**config.mk**
```make
export PLATFORM = sky130hd
export DESIGN_NAME = pri_scan_encoder
export DESIGN_NICKNAME = d
export VERILOG_FILES = /design/src/rtl/pri_scan_encoder.sv
export SDC_FILE = /design/constraint.sdc
export NUM_CORES = 1
export LEC_CHECK = 0
export CAP_MARGIN = 20
export CORE_UTILIZATION = 48
export CTS_CLUSTER_SIZE = 14
export DETAILED_ROUTE_END_ITERATION = 12
export PLACE_DENSITY = 0.81
export SLEW_MARGIN = 20
export SYNTH_ARGS = -nofsm -noshare
export SYNTH_HDL_FRONTEND = slang
export SYNTH_SLANG_ARGS = --single-unit
```
**constraint.sdc**
```tcl
create_clock -name clk -period 5.41 [get_ports clk]
set_clock_uncertainty 0.15 [all_clocks]
set_input_delay 0.8115 -clock clk [delete_from_list [all_inputs] [get_ports clk]]
set_output_delay 0.8115 -clock clk [all_outputs]
set_load 0.03 [all_outputs]
```
**src/rtl/pri_scan_encoder.sv**
```systemverilog
// Sequential priority encoder: captures a request vector and emits the index of
// every set bit, one per valid/ready transfer, in configurable priority order.
module pri_scan_encoder #(
  parameter int unsigned N         = 8,
  parameter int unsigned W         = $clog2(N),
  parameter bit          MSB_FIRST = 1'b1
) (
  input  logic         clk,
  input  logic         rst,
  input  logic         en,
  input  logic         load,
  input  logic [N-1:0] x,
  output logic [W-1:0] y,
  output logic         y_valid,
  input  logic         y_ready,
  output logic         idc,
  output logic         busy,
  output logic         done,
  output logic [W:0]   count
);

  typedef enum logic {IDLE, SCAN} state_t;

  state_t       state, state_nxt;
  logic [N-1:0] pending, pending_nxt;
  logic [W:0]   count_nxt;
  logic         done_nxt;
  logic [W-1:0] sel;

  // Priority pick over the pending vector; the last match in loop order wins.
  always_comb begin
    sel = '0;
    if (MSB_FIRST) begin
      for (int i = 0; i < int'(N); i++) begin
        if (pending[i]) sel = W'(i);
      end
    end else begin
      for (int i = int'(N) - 1; i >= 0; i--) begin
        if (pending[i]) sel = W'(i);
      end
    end
  end

  assign busy    = (state == SCAN);
  assign y_valid = busy && en;
  assign y       = y_valid ? sel : '0;
  assign idc     = en && (|pending);

  always_ff @(posedge clk or posedge rst) begin
    if (rst) begin
      state   <= IDLE;
      pending <= '0;
      count   <= '0;
      done    <= 1'b0;
    end else begin
      state   <= state_nxt;
      pending <= pending_nxt;
      count   <= count_nxt;
      done    <= done_nxt;
    end
  end

  always_comb begin
    state_nxt   = state;
    pending_nxt = pending;
    count_nxt   = count;
    done_nxt    = 1'b0;
    case (state)
      IDLE: begin
        if (load && en) begin
          pending_nxt = x;
          count_nxt   = '0;
          if (|x) state_nxt = SCAN;
          else    done_nxt  = 1'b1;
        end
      end
      SCAN: begin
        // Transfer: retire the current index; finishing the last one ends the job.
        if (y_valid && y_ready) begin
          pending_nxt[sel] = 1'b0;
          count_nxt        = count + (W+1)'(1);
          if (pending_nxt == '0) begin
            state_nxt = IDLE;
            done_nxt  = 1'b1;
          end
        end
      end
      default: state_nxt = IDLE;
    endcase
  end

endmodule

```
# Yosys cells after proc, flatten, opt, wreduce, memory -nomap -nowiden
# Cells that the tools add are included.
[totals]
rom_bits = 0
mem_count = 0
register_bits = 14
mem_bits_rw = 0
wordCells = 47
out_inout_bits = 11
latch_bits = 0
[op_classes]
bitwise = 3
n_addsub = 1
n_lt_le_gt_ge = 2
eq_ne = 2
mul = 0
shift = 0
n_mux = 26
n_reduce_logical = 9
n_div = 0
[op_table]
columns = ["operator", "count"]
rows = [
  ["2-to-1 mux 3 bit", 6],
  ["2-to-1 mux 8 bit", 2],
  ["one-hot mux 8 bit (2 select lines)", 1],
  ["OR reduction 8 bit", 2],
  ["2-to-1 mux 1 bit", 10],
  ["AND 8 bit", 1],
  ["logical NOT 8 bit", 1],
  ["2-to-1 mux 4 bit", 2],
  ["inverter 8 bit", 1],
  ["one-hot mux 4 bit (2 select lines)", 1],
  ["logical AND 1 bit", 5],
  ["adder 4 x 1 -> 4 bit (second input constant)", 1],
  ["less-than comparator 3 x 4 -> 1 bit (second input constant)", 1],
  ["one-hot mux 1 bit (2 select lines)", 2],
  ["demux 1 bit (select 3 bit)", 1],
  [">= comparator 3 x 1 -> 1 bit (second input constant)", 1],
  ["2-to-1 mux 2 bit", 1],
  ["!= test 2 x 1 -> 1 bit (second input constant)", 1],
  ["!= test 2 bit (second input constant)", 1],
  ["AND reduction 2 bit", 1],
  ["inverter 1 bit", 1],
]

# Depth between registers and ports, before layout
[logic_depth]
word_depth = 17
depth_mapped = 5
mapped_depth_nobuf = 4

# Worst setup path after synthesis
# No wires, ideal clock.
[synth_timing]
kind = "register -> output"
start = "register state, in the netlist busy"
end = "output port y[1]"
arrival_ps = 1516
path_stages_with_launch = 5
slack_ps = 2932
required_time_ps = 4449
path_cell_list = "dfrtp_1 > clkbuf_1 > nand2_1 > inv_1 > o21a_1"
[synth_via]
elab_chain_len = 2
[synth_lines]
columns = ["item", "line_no", "source"]
rows = [
  ["start, declared", "24", "state_t state, state_nxt;"],
  ["start signal, assigned", "56", "state <= state_nxt;"],
  ["logical AND 1 bit", "45", "assign y_valid = busy && en;"],
  ["net y_valid", "14", "output logic y_valid,"],
  ["2-to-1 mux 3 bit", "46", "assign y = y_valid ? sel : '0;"],
  ["end, declared", "13", "output logic [W-1:0] y,"],
]
# The timed path passes the listed nets, and every way through them passes these cells.

# Worst setup path in the final report
[layout_timing]
start = "input port en"
end = "output port y[0]"
[layout_via]
elab_chain_len = 2
[layout_lines]
columns = ["item", "line_no", "source"]
rows = [
  ["start, declared", "10", "input logic en,"],
  ["logical AND 1 bit", "45", ""],
  ["2-to-1 mux 3 bit", "46", ""],
]
# Every way passes these cells.

==> impl_metrics.ini <==
[placed_design]
port_buffers = 23
dp_slack_ns = 2.103
place_area_um2 = 1017
dp.cells = 118
place.detailed.hpwl_um = 1325
gp_congestion = 0.8359

[synth]
async_reset_ff_share_pct = 100.0
synth_edf_count = 0
yosysTopAreaCell = dfrtp_1
yosysTopAreaCellShare_pct = 44.37
synth.area.top_cells = dfrtp_1 (44%), a22o_1 (5.5%), nand2_1 (4.8%), a21o_1 (3.8%), nor2_1 (2.9%)
yosysWarningCount = 0
syn_inst = 83
avgSynthCellArea_um2 = 9.512
netlist_area_um2 = 789.5
synth_flop_cell = dfrtp_1
syn_nets = 97
yosysUniqueCellTypes = 33
ys_ff_latch = 14
yosysSeqAreaShare_pct = 44.37

[route]
firstDrtPassIters = 4
routed_wl_um = 1796
ant_nets = 0
drt_iter0_markers = 12
remaining_drc_errors = 0
wl_per_cell_um = 14.84
num_vias = 730
drt-vias-per-instance = 6.033

[critical_path]
worstPathArrival_ns = 2.35
r2r_cells = 4
startpoint = en
cp-end-kind = output pin
crit_path_max_fanout = 5
worstSetupPathType = input pin to output pin
rr_startpoint = busy
worstPathRequired_ns = 4.45
r2r_setup_slack_ns = 3.27
regToRegEndpoint = pending[4]
start_kind = input pin

[cells_and_area]
finalInstanceArea_um2 = 1040
area_delta_synth_final_pct = 31.70
final_core_util_pct = 68.23
mostFrequentLayoutCell = clkdlybuf4s50_1
drive_gt1_share_pct = 6.667
layout_common_cells = clkdlybuf4s50_1 (23), dfrtp_1 (14), nand2_1 (10)
antenna_cells = 0
fin_nets = 121
fin_cells = 121

[hold_path]
hold_depth = 1
holdCritPathClass = register to register
whs_endpoint = pending[0]
min_from = pending[0]

[power]
leakagePower_nw = 0.4663
total_power_uw = 590.9
powerDensity_nw_per_um2 = 568.3
peakVddDrop_mv = 0.3399

[floorplan]
io_pins = 24
core_area_um2 = 1524
initial_core_util_pct = 51.81
rows = 14
die_y_um = 42.56
dieArea_um2 = 1811
dieWidth_um = 42.56

[cts]
clock_latency_ns = 0.28
clkSinkCount = 14
clkTransAtPathRegs_ns = 0.08
postCtsSetupBuffers = 0
numCtsBuffers = 3
cts_buffer_depth = 2
cts_hold_buffers = 0
clock-root-buffer = clkbuf_4
htree_levels = 1
cts_tree = yes
postCtsResizedCells = 0

[timing]
rsz0062_at_grt = false
fin_setup_tns_ns = 0
fin_ws_ns = 2.094
hold_viol = 0
timing.slew.headroom_pct = 54.23
timing.final.setup_violations = 0
worst_pin_slew_ns = 0.6840
fmax_mhz = 301.6
holdWs_ns = 0.3918
report.final.slew_viol_count = 0
period_needed_ns = 3.316
period_share_pct = 61.29

[global_route]
grt_antenna_before_repair = 0
grt-ovfl-total = 0
grt_pass1_wl_um = 3042
grt_pass1_vias = 680
grt_start_max_net_pins = 15
grtUsageTotal_pct = 22.93

[run_status]
status = finished, final reports clean

[flow_run]
maxCapViolCount = 0
-- synthesized netlist by cell type, types with 2 or more instances --
cell       n
xor2_1     2
nand2_1   10
nand3_1    2
dfrtp_1   14
a22o_1     5
inv_1      4
a221o_1    2
o21ai_0    3
a21oi_1    3
clkbuf_1   3
nor2_1     6
o21a_1     3
nor4_1     3
a21o_1     4
-- routing by layer --
| layer | global-route usage [%] | share of wire [%] |
|---|---|---|
| met3 | 2.586 | 5.2 |
| met1 | 33.97 | 48 |
| met5 | 0 | 0 |
| met4 | 11.88 | 2.4 |
| met2 | 32.62 | 44 |
-- critical path, stage by stage --
cell and delay (ns):
clkdlybuf4s50_1 0.53, nand2_1 0.12, a21oi_1 0.17, clkdlybuf4s50_1 0.71
-- sequential cells by signal (all words and copies together), names as in the netlist --
| register | count |
|---|---|
| pending | 8 |
| count | 4 |
| busy | 1 |
| done | 1 |
-- worst max path at each step --
stage / to / slack (ns) / cells past startpoint
2_1_floorplan: y[1] / 2.93 / 4
3_5_place_dp: y[1] / 2.10 / 5
3_3_place_gp: y[1] / 2.13 / 5
6_report: y[0] / 2.09 / 4
4_1_cts: y[1] / 2.10 / 5
5_1_grt: y[1] / 2.03 / 5
-- logic make-up (layout without fill, tap and decap cells) --
family                   count (synthesis)  after routing  synth area share [%]
XOR/XNOR                                 2              2                 2.219
adder cells (fa/ha/maj)                  3              3                 4.279
buffers and inverters                    8             30                 4.754
AND/OR/NAND/NOR                         29             29                 18.07
flip-flops                              14             14                 44.37
AO/OA/AOI/OAI                           27             27                 26.31
-- power breakdown --
part | leakage, nW | switching, mW | internal (mW)
Sequential | 0.180 | 0.0624 | 0.147
Clock | 0.0138 | 0.0330 | 0.0258
Combinational | 0.273 | 0.167 | 0.155
-- final cells by class --
class	instances	area, µm²
Multi-Input combinational cell	61	401.6
Sequential cell	14	350.3
Fill cell	130	484.2
Clock buffer	3	22.52
Timing Repair Buffer	23	230.2
Tap cell	16	20.02
Inverter	4	15.01
Power figures use the tool's default switching activity.
